==> src/rtl/sprite_fetch.sv <==
// Sprite ROM address generator and pixel gate: issues ROM addresses one cycle ahead of the beam
// so the synchronous ROM output lines up with the current screen x.
module sprite_fetch #(
    parameter int WIDTH = 8,
    parameter int SPR_W = 8,
    parameter int SPR_H = 8,
    parameter int CORDW = 16,
    parameter int ADDRW = $clog2(SPR_W * SPR_H)
) (
    input  logic                    clk,
    input  logic                    rst,
    input  logic                    line,
    input  logic signed [CORDW-1:0] sx,
    input  logic signed [CORDW-1:0] sy,
    input  logic signed [CORDW-1:0] sprx,
    input  logic signed [CORDW-1:0] spry,
    output logic [ADDRW-1:0]        rom_addr,
    input  logic [WIDTH-1:0]        rom_data,
    output logic [WIDTH-1:0]        pix,
    output logic                    drawing,
    output logic                    done
);

    localparam int RW = (SPR_H > 1) ? $clog2(SPR_H) : 1;
    localparam int CW = (SPR_W > 1) ? $clog2(SPR_W) : 1;
    localparam logic [RW-1:0] ROW_LAST = RW'(SPR_H - 1);
    localparam logic [CW-1:0] COL_LAST = CW'(SPR_W - 1);
    localparam logic signed [CORDW-1:0] ONE = CORDW'(1);

    typedef enum logic [1:0] {
        IDLE,
        WAIT_POS,
        FETCH,
        LINE_DONE
    } state_t;

    state_t                  state_reg;
    logic [RW-1:0]           row_reg;
    logic [CW-1:0]           col_reg;
    logic signed [CORDW-1:0] sprx_l_reg;

    assign rom_addr = ADDRW'(row_reg) * ADDRW'(SPR_W) + ADDRW'(col_reg);

    // ROM data is only passed through while the registered drawing flag is up.
    genvar gi;
    generate
        for (gi = 0; gi < WIDTH; gi++) begin : g_pix
            assign pix[gi] = rom_data[gi] & drawing;
        end
    endgenerate

    always_ff @(posedge clk or posedge rst) begin
        if (rst) begin
            state_reg  <= IDLE;
            row_reg    <= '0;
            col_reg    <= '0;
            sprx_l_reg <= '0;
            drawing    <= 1'b0;
            done       <= 1'b0;
        end else begin
            done <= 1'b0;
            case (state_reg)
                IDLE: begin
                    if (line && sy == spry) begin
                        row_reg    <= '0;
                        col_reg    <= '0;
                        sprx_l_reg <= sprx;
                        state_reg  <= WAIT_POS;
                    end
                end
                WAIT_POS: begin
                    // A new line before reaching the sprite consumes the row.
                    if (line) begin
                        if (row_reg == ROW_LAST) begin
                            done      <= 1'b1;
                            state_reg <= IDLE;
                        end else begin
                            row_reg <= row_reg + RW'(1);
                        end
                    end else if (sx == sprx_l_reg - ONE) begin
                        drawing   <= 1'b1;
                        col_reg   <= CW'(1);
                        state_reg <= FETCH;
                    end
                end
                FETCH: begin
                    if (line) begin
                        // Line shorter than the sprite: abandon the row rather than hang.
                        drawing <= 1'b0;
                        col_reg <= '0;
                        if (row_reg == ROW_LAST) begin
                            done      <= 1'b1;
                            state_reg <= IDLE;
                        end else begin
                            row_reg   <= row_reg + RW'(1);
                            state_reg <= WAIT_POS;
                        end
                    end else if (col_reg == COL_LAST) begin
                        col_reg   <= '0;
                        state_reg <= LINE_DONE;
                    end else begin
                        col_reg <= col_reg + CW'(1);
                    end
                end
                LINE_DONE: begin
                    drawing <= 1'b0;
                    if (row_reg == ROW_LAST) begin
                        done      <= 1'b1;
                        state_reg <= IDLE;
                    end else if (line) begin
                        row_reg   <= row_reg + RW'(1);
                        state_reg <= WAIT_POS;
                    end
                end
                default: state_reg <= IDLE;
            endcase
        end
    end

endmodule

==> config.mk <==
export PLATFORM = sky130hd
export DESIGN_NAME = sprite_fetch
export DESIGN_NICKNAME = d
export VERILOG_FILES = /design/src/rtl/sprite_fetch.sv
export SDC_FILE = /design/constraint.sdc
export NUM_CORES = 1
export LEC_CHECK = 0
export ABC_CLOCK_PERIOD_IN_PS = 3300
export CAP_MARGIN = 10
export CELL_PAD_IN_SITES_DETAIL_PLACEMENT = 0
export CELL_PAD_IN_SITES_GLOBAL_PLACEMENT = 2
export CORE_ASPECT_RATIO = 0.5
export CORE_MARGIN = 10
export CORE_UTILIZATION = 25
export CTS_CLUSTER_DIAMETER = 150
export DETAILED_ROUTE_END_ITERATION = 8
export PLACE_DENSITY_LB_ADDON = 0.1
export SETUP_SLACK_MARGIN = 0.1
export SLEW_MARGIN = 20
export SYNTH_ARGS = -nofsm -noshare
export SYNTH_HDL_FRONTEND = slang
export SYNTH_SLANG_ARGS = --single-unit
==> constraint.sdc <==
create_clock -name clk -period 3.3 [get_ports clk]
set_input_delay 0.33 -clock clk [delete_from_list [all_inputs] [get_ports clk]]
set_output_delay 0.33 -clock clk [all_outputs]
set_load 0.03 [all_outputs]
==> results of run 1 <==
## worst max-delay path, stage by stage, from the launching register on
cell     delay, ns
dfrtp_2       0.45
inv_1         0.07
ha_1          0.17
or4b_2        0.65
o41ai_2       0.20
and3b_1       0.21
nor4b_4       0.31
nand3_2       0.16
o31ai_4       0.28
mux2_2        0.35
## how the worst max path moves through the flow
stage / to / depth (start not counted) / from
floorplan: state_reg[0]$_DFFE_PP0P_ / 9 / sprx_l_reg[0]$_DFFE_PP0P_
global placement: state_reg[0]$_DFFE_PP0P_ / 9 / sprx_l_reg[0]$_DFFE_PP0P_
detailed placement: state_reg[0]$_DFFE_PP0P_ / 9 / sprx_l_reg[0]$_DFFE_PP0P_
CTS: state_reg[0]$_DFFE_PP0P_ / 9 / sprx_l_reg[0]$_DFFE_PP0P_
global route: state_reg[0]$_DFFE_PP0P_ / 9 / sprx_l_reg[0]$_DFFE_PP0P_
finish: state_reg[0]$_DFFE_PP0P_ / 9 / sprx_l_reg[0]$_DFFE_PP0P_
## metal layers
layer,up-vias,GRT usage (%)
met5,-,0
met3,2,3.787
met2,79,15.57
met1,955,14.11
li1,1038,-
met4,0,1.303
## cell usage in the layout, fill, tap and decap left out, drive strengths merged, types with 7 or more instances in the layout
| cell | n |
|---|---|
| clkdlybuf4s50 | 90 |
| dfrtp | 26 |
| xor2 | 24 |
| mux2 | 19 |
| nor2 | 17 |
| xnor2 | 11 |
| ha | 10 |
| nand3 | 10 |
| and2 | 9 |
| buf | 9 |
| inv | 9 |
| or4 | 9 |
| o21ai | 8 |
| nor4 | 7 |
## synthesized netlist by cell type (4+ instances only)
| cell | n | share of area, % |
|---|---|---|
| dfrtp_1 | 26 | 30 |
| xor2_1 | 24 | 9.6 |
| mux2_2 | 18 | 9.3 |
| nor2_1 | 17 | 2.9 |
| xnor2_1 | 11 | 4.4 |
| ha_1 | 10 | 5.7 |
| nand3_1 | 10 | 2.3 |
| and2_1 | 9 | 2.6 |
| inv_1 | 9 | 1.5 |
| o21ai_0 | 8 | 1.8 |
| nor4_1 | 7 | 2.0 |
| or4_1 | 7 | 2.4 |
| clkbuf_1 | 6 | 1.0 |
| nor3_1 | 6 | 1.4 |
| a21oi_1 | 4 | 0.92 |
| nand2b_1 | 4 | 1.1 |
## report_power, final
part           internal [mW]  switching (mW)  total, mW
logic                  0.329           0.360      0.689
clock network          0.161           0.118      0.279
registers              0.358          0.0453      0.403
total                  0.848           0.524       1.37
## through the flow
step	power, mW	area (sq um)
2_1_floorplan	0.8035	2183
3_3_place_gp	1.090	3247
3_5_place_dp	1.094	3247
4_1_cts	1.387	3322
5_1_grt	1.472	3376
6_report	1.372	3376
## logic make-up after synthesis
family	count (synthesis)
and+or+nand+nor	84
buffers and inverters	15
xor gates and xnor gates	35
DFF	26
adders and majority gates	10
AOI/OAI and AO/OA	35
muxes	23
## final cells by class
type                    count  share of cell area [%]
well taps                 112                   4.151
multi-input cells         187                   44.63
inverters                   9                   1.001
repair buffers             99                   28.69
flip-flops and latches     26                   19.31
clock buffers               3                   2.224
## repair_timing
action / in CTS / in global routing
setup buffers: 0 / 3
endpoints found under the setup margin: 0 / 3
resized for setup: 0 / 5
==> flow_summary.json, run 1 <==
{
  "viasPerCell": 4.757,
  "period_share_pct": 89.93,
  "regArea_sq_um": 651.9,
  "rr_startpoint": "sprx_l_reg[0]$_DFFE_PP0P_",
  "core_sq_mm": 0.008259,
  "syn_nets": 313,
  "worst-endpoint-arrival_ns": 3.12,
  "ios": 91,
  "drc": 0,
  "outcome": "finished clean",
  "cp.required_ns": 3.45,
  "io_buffers": 90,
  "worstSetupPathType": "reg2reg",
  "highest_layer": "met4",
  "grt_max_degree": 27,
  "avgRoutedWirePerCell_um": 16.12,
  "pre_cts_ws_ns": 0.2019,
  "first_pass_iters": 4,
  "max_slew_margin_pct": 50.37,
  "syn_to_final_growth_pct": 54.61,
  "reg2reg_depth": 9,
  "root_buffer": "clkbuf_16",
  "overflow": 0,
  "fin_ws_ns": 0.3322,
  "worstHoldPathType": "in2async",
  "grt_setup_unrepaired": "false",
  "cp_max_fo": 7,
  "synth-edff-count": 0,
  "cts_hold_buf": 0,
  "grt_use_total_pct": 10.36,
  "synth-compound-area-share_pct": 12.15,
  "synth-seq-cells": 26,
  "die_area_sq_mm": 0.01310,
  "max_freq_mhz": 337.0,
  "critPathCaptureType": "register",
  "syn_area_sq_mm": 0.002183,
  "m1WireLength_um": 3553,
  "cts_tree": "yes",
  "clock_sinks": 26,
  "yosys.cell_types.count": 49,
  "die_h_um": 86.08,
  "powerDensity_mw_per_mm2": 406.4,
  "hold_viol_final": 0,
  "worstMarginPinSlew_ns": 0.7427,
  "synth_ff_type": "dfrtp_1",
  "fin_cells": 436,
  "grt_pass1_vias": 2021,
  "r2r_end": "state_reg[0]$_DFFE_PP0P_",
  "start_util_pct": 26.44,
  "synthArstFlopShare_pct": 100.0,
  "cts.clk_slew.worst_paths_ns": 0.07,
  "drtAntennaViolNets": 0,
  "grt_antenna_before_repair": 0,
  "finalClockSkew_ns": 0.002414,
  "ir_drop_v": 0.0002423,
  "fin_setup_tns_ns": 0,
  "reg2reg_slack_ns": 0.33,
  "die_w_um": 152.2,
  "setup_viol": 0,
  "htreeDepth": 1,
  "synthAdderAreaFrac_pct": 5.731,
  "clkLatencyLatePin_ns": 0.26,
  "hpwlAfterDp_um": 5687,
  "period_minus_slack_ns": 2.968,
  "utilization_pct": 40.87,
  "cp-start-kind": "register",
  "grt_pass1_wl_um": 11230,
  "drv_cap": 0,
  "layout-drive-gt1-share_pct": 13.27,
  "yosys-mux-area-fraction_pct": 12.38,
  "postSynthCellCount": 228,
  "maxSlewViolCount": 0,
  "routed_wl_um": 7029,
  "dp.cells": 430,
  "p_leak_nw": 1.417,
  "synth_xor_area_share_pct": 14.04,
  "drt_iter0_drc": 137,
  "cts_buffers": 3,
  "ys_seq_area_share_pct": 29.80,
  "cts_buffer_depth": 2,
  "diodes": 0,
  "fin_hold_ws_ns": 0.4528,
  "rows": 23,
  "vias": 2074,
  "fill_cells": 823,
  "ys_warn_count": 0,
  "multi_input_area_sq_mm": 0.001506,
  "wl_met2_um": 2943,
  "wl_met3_um": 513,
  "largest_reg_flops": 16,
  "synth_top_family_by_area": "simple AND/OR/NAND/NOR gates",
  "gp_congestion": 0.7998,
  "synth_area_per_cell_sq_um": 9.576,
  "fin_nets": 411,
  "synthSimpleGateAreaFrac_pct": 23.32
}
Note: power is estimated with default switching activity, not from simulation.
==> run 2: changes to the inputs <==
--- a/config.mk
+++ b/config.mk
@@ -16,6 +16,7 @@
 export DETAILED_ROUTE_END_ITERATION = 8
 export PLACE_DENSITY_LB_ADDON = 0.1
 export SETUP_SLACK_MARGIN = 0.1
+export SKIP_LAST_GASP = 1
 export SLEW_MARGIN = 20
 export SYNTH_ARGS = -nofsm -noshare
 export SYNTH_HDL_FRONTEND = slang
==> results of run 2 <==
The final DEF is identical to that of run 1; final timing and power are the same.
